### config.mk
export PLATFORM = sky130hd
export DESIGN_NAME = password_lock_fsm
export DESIGN_NICKNAME = d
export VERILOG_FILES = /design/src/rtl/password_lock_fsm.sv
export SDC_FILE = /design/constraint.sdc
export NUM_CORES = 1
export LEC_CHECK = 0
export BUFFER_PORTS_ARGS = -buffer_cell sky130_fd_sc_hd__clkbuf_2
export CAP_MARGIN = 10
export CORE_UTILIZATION = 45
export CTS_CLUSTER_DIAMETER = 50
export DETAILED_ROUTE_END_ITERATION = 8
export GPL_ROUTABILITY_DRIVEN = 0
export HOLD_SLACK_MARGIN = 0.02
export PLACE_DENSITY = 0.7
export SYNTH_ARGS = -nofsm -noshare
export SYNTH_HDL_FRONTEND = slang
export SYNTH_SLANG_ARGS = --single-unit
export TNS_END_PERCENT = 20
### constraint.sdc
create_clock -name clk -period 2.65 [get_ports clk]
set_clock_uncertainty 0.1 [all_clocks]
set_input_delay 0.265 -clock clk [delete_from_list [all_inputs] [get_ports clk]]
set_output_delay 0.265 -clock clk [all_outputs]
set_load 0.05 [all_outputs]
### src/rtl/password_lock_fsm.sv
// Keypad lock controller: verifies a 16-bit code, enforces a lockout after
// repeated failures, auto-relocks after a timeout and supports confirmed reprogramming.
module password_lock_fsm #(
    parameter logic [15:0] DEFAULT_CODE   = 16'h1234,
    parameter int          MAX_ATTEMPTS   = 3,
    parameter int          LOCKOUT_CYCLES = 500_000_000,
    parameter int          UNLOCK_CYCLES  = 1_000_000_000
) (
    input  logic        clk,
    input  logic        reset,
    input  logic [15:0] password,
    input  logic        pw_valid,
    input  logic        lock_req,
    input  logic        prog_req,
    output logic        unlocked,
    output logic        alarm,
    output logic        error,
    output logic        prog_done,
    output logic [1:0]  attempts_left,
    output logic [2:0]  state
);

    localparam int             MAX_CYC     = (LOCKOUT_CYCLES > UNLOCK_CYCLES) ? LOCKOUT_CYCLES : UNLOCK_CYCLES;
    localparam int             TW          = $clog2(MAX_CYC + 1);
    localparam logic [TW-1:0]  LOCK_LOAD   = TW'(LOCKOUT_CYCLES - 1);
    localparam logic [TW-1:0]  UNLOCK_LOAD = TW'(UNLOCK_CYCLES - 1);
    localparam logic [1:0]     MAX_FAILS   = 2'(MAX_ATTEMPTS);

    typedef enum logic [2:0] {
        S_LOCKED       = 3'd0,
        S_UNLOCKED     = 3'd1,
        S_LOCKOUT      = 3'd2,
        S_PROG_NEW     = 3'd3,
        S_PROG_CONFIRM = 3'd4
    } state_t;

    state_t          r_state;
    logic [15:0]     r_stored_code;
    logic [15:0]     r_candidate;
    logic [1:0]      r_fail_cnt;
    logic [TW-1:0]   r_timer;
    logic            r_unlocked;
    logic            r_alarm;
    logic            r_error;
    logic            r_prog_done;
    logic [1:0]      r_attempts_left;

    state_t          w_state_next;
    logic [15:0]     w_code_next;
    logic [15:0]     w_cand_next;
    logic [1:0]      w_fail_next;
    logic [TW-1:0]   w_timer_next;
    logic            w_error_evt;
    logic            w_commit_evt;
    logic [2:0]      w_fail_inc;
    logic            w_unlocked_next;
    logic            w_alarm_next;
    logic [1:0]      w_attempts_next;

    assign w_fail_inc = {1'b0, r_fail_cnt} + 3'd1;

    // State and datapath registers; outputs are registered from next-state values.
    always_ff @(posedge clk) begin
        if (reset) begin
            r_state         <= S_LOCKED;
            r_stored_code   <= DEFAULT_CODE;
            r_candidate     <= 16'h0000;
            r_fail_cnt      <= 2'd0;
            r_timer         <= '0;
            r_unlocked      <= 1'b0;
            r_alarm         <= 1'b0;
            r_error         <= 1'b0;
            r_prog_done     <= 1'b0;
            r_attempts_left <= MAX_FAILS;
        end else begin
            r_state         <= w_state_next;
            r_stored_code   <= w_code_next;
            r_candidate     <= w_cand_next;
            r_fail_cnt      <= w_fail_next;
            r_timer         <= w_timer_next;
            r_unlocked      <= w_unlocked_next;
            r_alarm         <= w_alarm_next;
            r_error         <= w_error_evt;
            r_prog_done     <= w_commit_evt;
            r_attempts_left <= w_attempts_next;
        end
    end

    always_comb begin
        w_state_next = r_state;
        w_code_next  = r_stored_code;
        w_cand_next  = r_candidate;
        w_fail_next  = r_fail_cnt;
        w_timer_next = r_timer;
        w_error_evt  = 1'b0;
        w_commit_evt = 1'b0;
        case (r_state)
            S_LOCKED: begin
                if (pw_valid) begin
                    if (password == r_stored_code) begin
                        w_state_next = S_UNLOCKED;
                        w_fail_next  = 2'd0;
                        w_timer_next = UNLOCK_LOAD;
                    end else begin
                        w_error_evt = 1'b1;
                        if (w_fail_inc >= {1'b0, MAX_FAILS}) begin
                            w_fail_next  = MAX_FAILS;
                            w_state_next = S_LOCKOUT;
                            w_timer_next = LOCK_LOAD;
                        end else begin
                            w_fail_next = w_fail_inc[1:0];
                        end
                    end
                end
            end
            S_LOCKOUT: begin
                if (r_timer == '0) begin
                    w_state_next = S_LOCKED;
                    w_fail_next  = 2'd0;
                end else begin
                    w_timer_next = r_timer - 1'b1;
                end
            end
            S_UNLOCKED: begin
                if (lock_req || (r_timer == '0)) begin
                    w_state_next = S_LOCKED;
                end else begin
                    w_timer_next = r_timer - 1'b1;
                    if (prog_req) begin
                        w_state_next = S_PROG_NEW;
                    end
                end
            end
            S_PROG_NEW: begin
                if (lock_req) begin
                    w_state_next = S_LOCKED;
                    w_cand_next  = 16'h0000;
                end else if (pw_valid) begin
                    w_cand_next  = password;
                    w_state_next = S_PROG_CONFIRM;
                end
            end
            S_PROG_CONFIRM: begin
                if (lock_req) begin
                    w_state_next = S_LOCKED;
                    w_cand_next  = 16'h0000;
                end else if (pw_valid) begin
                    if (password == r_candidate) begin
                        w_code_next  = r_candidate;
                        w_commit_evt = 1'b1;
                    end else begin
                        w_error_evt = 1'b1;
                    end
                    w_state_next = S_UNLOCKED;
                    w_timer_next = UNLOCK_LOAD;
                    w_cand_next  = 16'h0000;
                end
            end
            default: begin
                w_state_next = S_LOCKED;
            end
        endcase
    end

    always_comb begin
        w_unlocked_next = (w_state_next == S_UNLOCKED);
        w_alarm_next    = (w_state_next == S_LOCKOUT);
        w_attempts_next = MAX_FAILS - w_fail_next;
    end

    assign unlocked      = r_unlocked;
    assign alarm         = r_alarm;
    assign error         = r_error;
    assign prog_done     = r_prog_done;
    assign attempts_left = r_attempts_left;
    assign state         = r_state;

endmodule

==> results of run 1 <==
-- worst max-delay path, stage by stage, from the launching register on --
cell	delay, ns
dfxtp_1	0.33
xnor2_1	0.18
nand4_1	0.19
o41a_1	0.52
a221o_1	0.38
buf_4	0.21
o311ai_0	0.34
o21ai_0	0.13
-- repair_timing --
| action | CTS | global route |
|---|---|---|
| buffers inserted | 0 | 0 |
| endpoints found under the setup margin | 0 | 4 |
| resized for setup | 0 | 3 |
-- metal layers --
metal  routed length, um  part of all wire  vias to the layer above  global-route usage
met5                   0                 0                        -                   0
met4                 212             0.019                        0              0.0907
met3                 565             0.051                       21              0.0470
met2                5230              0.47                      130               0.392
met1                5100              0.46                     1931               0.311
li1                    -                 -                     1931                   -
-- power groups by stage --
stage	logic (mW)	clock network (mW)	registers, mW
after floorplan	0.526	0	1.23
after global placement	0.813	0	1.22
after detailed placement	0.834	0	1.22
after CTS	0.839	1.18	1.19
after global routing	0.934	1.23	1.20
final	0.859	1.17	1.20
-- cell type report --
| class | instances | area share |
|---|---|---|
| repair buffers | 61 | 0.0853 |
| clock buffers | 9 | 0.0266 |
| well taps | 108 | 0.0290 |
| multi-input cells | 387 | 0.510 |
| inverters | 7 | 0.00563 |
| clock inverters | 7 | 0.0303 |
| flip-flops and latches | 73 | 0.313 |
-- registers in the layout (all words and copies together) (netlist names) --
signal         count
prog_done          1
attempts_left      2
unlocked           1
alarm              1
r_fail_cnt         2
r_timer           30
r_candidate       16
state              3
error              1
r_stored_code     16
-- placed cells by master, fill, tap and decap left out, types with 3 or more instances in the layout --
cell type and instances:
dfxtp_1 73, xor2_1 16, or2_2 3, nor4_2 3, o21ai_1 3, a2111o_1 3, nand2b_1 7, a211oi_1 5
or3_1 6, o21a_1 3, nor2_1 31, xnor2_1 17, nand4_1 8, bufinv_16 4, clkbuf_8 9, a311oi_1 7
nor4_1 10, o311ai_0 4, clkbuf_2 29, a31o_2 5, o21ai_0 36, nor3_1 18, nor2b_1 5, a31oi_1 10
nand2_1 55, and2_1 4, a21oi_1 50, buf_4 31, inv_1 7, o32ai_1 4, nand3_1 30, o31ai_1 5
-- cell families (layout without fill, tap and decap cells) --
logic type,Yosys count,count (layout),synth area share
AO/OA/AOI/OAI,159,159,0.261
XOR/XNOR,33,33,0.0717
adder cells (fa/ha/maj),2,2,0.00621
buffers and inverters,40,84,0.0494
flip-flops,73,73,0.363
AND/OR/NAND/NOR,193,193,0.249
-- worst max path at each step --
stage                                    from  cells after the start                        to
6_report        r_stored_code[0]$_SDFFE_PP0P_                      7  r_timer[15]$_SDFFE_PP0P_
5_1_grt        r_stored_code[11]$_SDFFE_PP0P_                      7  r_timer[15]$_SDFFE_PP0P_
4_1_cts              r_timer[12]$_SDFFE_PP0P_                      7   r_timer[5]$_SDFFE_PP0P_
3_5_place_dp                      password[0]                      8   r_timer[5]$_SDFFE_PP0P_
3_3_place_gp         r_timer[12]$_SDFFE_PP0P_                      8          alarm$_SDFF_PP0_
2_1_floorplan        r_timer[12]$_SDFFE_PP0P_                      6  r_timer[25]$_SDFFE_PP0P_
==> results.py, run 1 <==
metrics = {
    "logic_synthesis": {
        "postSynth.asyncResetShare": 0,
        "avgSynthCellArea_sq_um": 8.06,
        "syn-num-nets": 523,
        "yosysTopAreaCell": "dfxtp_1",
        "yosys.area.top_type_share": 0.363,
        "yosysSeqAreaShare": 0.363,
        "synth_cell_types": 61,
        "netlist_area_sq_um": 4030,
        "syn-instance-count": 500,
        "synth-main-ff-cell": "dfxtp_1",
        "synth-seq-cells": 73,
        "yosys-top-cells-area": "dfxtp_1, a21oi_1, nand2_1",
        "yosysMostFrequentCell": "dfxtp_1",
        "synth_edf_count": 0,
        "synthTopCellsByCount": "dfxtp_1, nand2_1, a21oi_1, o21ai_0, nor2_1",
        "yosys_warnings": 0,
    },
    "layout": {
        "seqCellArea_sq_um": 1460,
        "layout.cells.non_filler": 652,
        "diodes": 0,
        "syn_to_final_growth_pct": 15.7,
        "fin_nets": 562,
        "drive_above_1_share": 0.180,
        "multi_input_area_sq_um": 2380,
        "fillCellCount": 802,
        "final_util": 0.537,
        "final_area_sq_um": 4660,
    },
    "pwr": {
        "swShare": 0.315,
        "p_leak_nw": 1.70,
        "p_clk_frac": 0.362,
        "irDropWorstVdd_v": 0.000330,
        "p_int_mw": 2.21,
        "netSwitchingPower_mw": 1.02,
        "p_comb_frac": 0.267,
        "total_power_mw": 3.22,
        "seq_power_share": 0.372,
        "p_per_area_nw_per_um2": 691,
    },
    "sta": {
        "finalSetupViolCount": 0,
        "period_needed_ns": 2.50,
        "slew-limit-headroom": 0.382,
        "grt_setup_unrepaired": "false",
        "fin_crit_sh": 0.943,
        "finalMaxSlewViolations": 0,
        "hold_violations": 0,
        "hold_ws_ns": 0.0863,
        "layout_setup_ws_ns": 0.150,
        "tightest_slew_ns": 0.918,
        "clock.fmax_mhz": 400,
        "tns_ns": 0,
    },
    "die": {
        "dieHeight_um": 96.6,
        "io_pins": 30,
        "rows": 34,
        "die_w_um": 96.6,
        "coreArea_sq_um": 8680,
        "start_util": 0.464,
        "dieArea_sq_um": 9340,
    },
    "routing": {
        "remaining_drc_errors": 0,
        "drt_iter0_drc": 268,
        "ant_nets": 0,
        "finalWirelength_um": 11100,
        "vias": 4013,
        "first_pass_iters": 5,
        "via_per_inst": 6.15,
        "wire_per_inst_um": 17.0,
    },
    "setup_path": {
        "worstPathArrival_ns": 2.63,
        "worst_setup_path_end_kind": "flop",
        "startpoint_type": "flop",
        "crit_required_ns": 2.78,
        "timing.rr.start": "r_stored_code[0]$_SDFFE_PP0P_",
        "critical_path_class": "reg -> reg",
        "worst-r2r-setup-slack_ns": 0.15,
        "timing.rr.end": "r_timer[15]$_SDFFE_PP0P_",
        "reg2reg_depth": 7,
        "crit_path_max_fanout": 14,
    },
    "place": {
        "port_buffers": 29,
        "dpl_cell_area_sq_um": 4390,
        "dpl.hpwl_um": 7480,
        "place_ws_ns": 0.0946,
        "dp.cells": 636,
    },
    "grt": {
        "antenna_found_initial": 0,
        "grt_pass1_vias": 3746,
        "grt_pass1_wl_um": 18300,
        "gr-total-overflow": 0,
        "grt_use_total": 0.239,
        "grt_max_degree": 42,
    },
    "run": {
        "drv_cap": 0,
    },
    "clocking": {
        "clk_path_buf_depth": 2,
        "cts_sinks": 73,
        "cts_root_buf": "clkbuf_8",
        "cts_tree": "yes",
        "clk_pin_slew_worst_paths_ns": 0.08,
        "cts_buffers": 9,
        "cts.htree.levels": 3,
        "insertion_delay_ns": 0.35,
        "cts_hold_buf": 0,
    },
    "outcome": {
        "outcome": "finished clean",
    },
    "min_path": {
        "min_path_cells": 3,
        "holdPathEnd": "r_candidate[2]$_SDFFE_PP0P_",
        "hp-class": "in -> reg",
        "timing.hold.worst.start": "password[2]",
    },
}
No activity file was read; power rests on OpenSTA's default activity.
==> run 2, diff against run 1 <==
Settings changed: CORE_ASPECT_RATIO from default to 1.5, SLEW_MARGIN from default to 10.
==> results.py, run 2 (synthesis results as in run 1) <==
metrics = {
    "outcome": {
        "outcome": "finished clean",
    },
    "clocking": {
        "clk_path_buf_depth": 2,
        "cts.htree.levels": 3,
        "cts_sinks": 73,
        "cts_tree": "yes",
        "cts_root_buf": "clkbuf_16",
        "cts_hold_buf": 0,
        "clk_pin_slew_worst_paths_ns": 0.06,
        "cts_buffers": 9,
        "insertion_delay_ns": 0.34,
    },
    "sta": {
        "slew-limit-headroom": 0.283,
        "finalSetupViolCount": 0,
        "hold_ws_ns": 0.113,
        "clock.fmax_mhz": 390,
        "grt_setup_unrepaired": "false",
        "finalMaxSlewViolations": 0,
        "tns_ns": 0,
        "period_needed_ns": 2.56,
        "fin_crit_sh": 0.967,
        "layout_setup_ws_ns": 0.0867,
        "tightest_slew_ns": 1.06,
        "hold_violations": 0,
    },
    "layout": {
        "largest_reg_flops": 30,
        "largest_register": "r_timer",
        "layout.cells.non_filler": 653,
        "most-common-layout-cells": "dfxtp_1, nand2_1, a21oi_1",
        "fin_nets": 566,
        "drive_above_1_share": 0.187,
        "layout_commonest_cell": "dfxtp_1",
        "top_regs": "r_timer (30), r_candidate (16), r_stored_code (16)",
        "final_area_sq_um": 4780,
        "final_util": 0.558,
        "syn_to_final_growth_pct": 18.5,
        "diodes": 0,
    },
    "min_path": {
        "hp-class": "in -> reg",
        "min_path_cells": 3,
    },
    "die": {
        "dieHeight_um": 118,
        "dieArea_sq_um": 9350,
        "coreArea_sq_um": 8570,
        "die_w_um": 79.3,
        "start_util": 0.470,
        "io_pins": 30,
        "rows": 41,
    },
    "routing": {
        "wire_per_inst_um": 17.6,
        "drt_iter0_drc": 246,
        "first_pass_iters": 5,
        "finalWirelength_um": 11500,
        "via_per_inst": 6.20,
        "ant_nets": 0,
        "vias": 4046,
        "remaining_drc_errors": 0,
    },
    "grt": {
        "antenna_found_initial": 0,
        "grt_pass1_vias": 3909,
        "grt_max_degree": 47,
        "gr-total-overflow": 0,
        "grt_use_total": 0.257,
        "grt_pass1_wl_um": 18800,
    },
    "pwr": {
        "total_power_mw": 3.37,
        "p_per_area_nw_per_um2": 705,
        "p_leak_nw": 1.76,
        "irDropWorstVdd_v": 0.000435,
    },
    "place": {
        "port_buffers": 29,
        "dp.cells": 637,
        "place_ws_ns": 0.00753,
        "dpl.hpwl_um": 7990,
        "dpl_cell_area_sq_um": 4390,
    },
    "setup_path": {
        "cp_num_cells": 7,
        "worst-r2r-setup-slack_ns": 0.09,
        "critical_path_class": "reg -> reg",
        "startpoint_type": "flop",
        "crit_path_top_delay_cell": "nor4_1",
        "worst_path_dominant_cell_family": "simple AND/OR/NAND/NOR gates",
        "crit_start": "r_timer[12]$_SDFFE_PP0P_",
        "crit_path_max_fanout": 7,
        "reg2reg_depth": 7,
        "timing.rr.end": "alarm$_SDFF_PP0_",
        "crit_buf_inv": 1,
        "crit_required_ns": 2.78,
        "timing.rr.start": "r_timer[12]$_SDFFE_PP0P_",
        "path_cells": "nor4_4, buf_4, nand2b_1, nor4_1, o21ai_0, a221o_1, and4b_1",
        "worstPathArrival_ns": 2.69,
        "critPathMaxStageDelay_ns": 0.57,
        "worst_setup_path_end_kind": "flop",
        "crit_end": "alarm$_SDFF_PP0_",
    },
    "run": {
        "drv_cap": 0,
    },
}
-- run 2: cell count changes in the layout (fill, tap and decap cells not counted), sizes merged --
cell / change
buf: +4
clkbuf: +2
clkinvlp: -1
bufinv: -2
inv: -1
-- run 2: worst min-delay path by stage --
stage                                        from                      endpoint  slack [ns]
after floorplan                       password[0]   r_candidate[0]$_SDFFE_PP0P_        0.32
after global placement    r_timer[7]$_SDFFE_PP0P_       r_timer[7]$_SDFFE_PP0P_        0.36
after detailed placement  r_timer[7]$_SDFFE_PP0P_       r_timer[7]$_SDFFE_PP0P_        0.36
after CTS                            password[10]  r_candidate[10]$_SDFFE_PP0P_        0.11
after global routing                 password[10]  r_candidate[10]$_SDFFE_PP0P_        0.13
final                                 password[8]   r_candidate[8]$_SDFFE_PP0P_        0.11
-- run 2: area by class of cell --
class                           count  area (sq um)
Fill cell                         771          3790
Multi-Input combinational cell    387          2420
Sequential cell                    73          1460
Timing Repair Buffer               65           415
Clock buffer                       11           253
Tap cell                          107           134
Clock inverter                      3          65.1
Inverter                            7          26.3
-- run 2: metal layers --
layer / vias up / share of wire / GRT usage
li1: 1941 / - / -
met1: 1903 / 0.39 / 0.284
met2: 171 / 0.53 / 0.454
met3: 31 / 0.057 / 0.0403
met4: 0 / 0.026 / 0.147
met5: - / 0 / 0
-- run 2: power breakdown --
part           internal (mW)  switching (mW)
logic                  0.333           0.531
registers               1.15          0.0550
clock network          0.862           0.439
total                   2.34            1.03
-- run 2: repair_timing --
action                                  CTS  global route
resized for setup                         0            10
endpoints found under the setup margin    0            28
setup buffers                             0             2
hold endpoints to repair                  0             0
-- run 2: worst register-to-register path: stages (launching register included) --
cell and delay [ns]:
dfxtp_1 0.39, nor4_4 0.37, buf_4 0.18, nand2b_1 0.12, nor4_1 0.57, o21ai_0 0.19, a221o_1 0.33, and4b_1 0.22
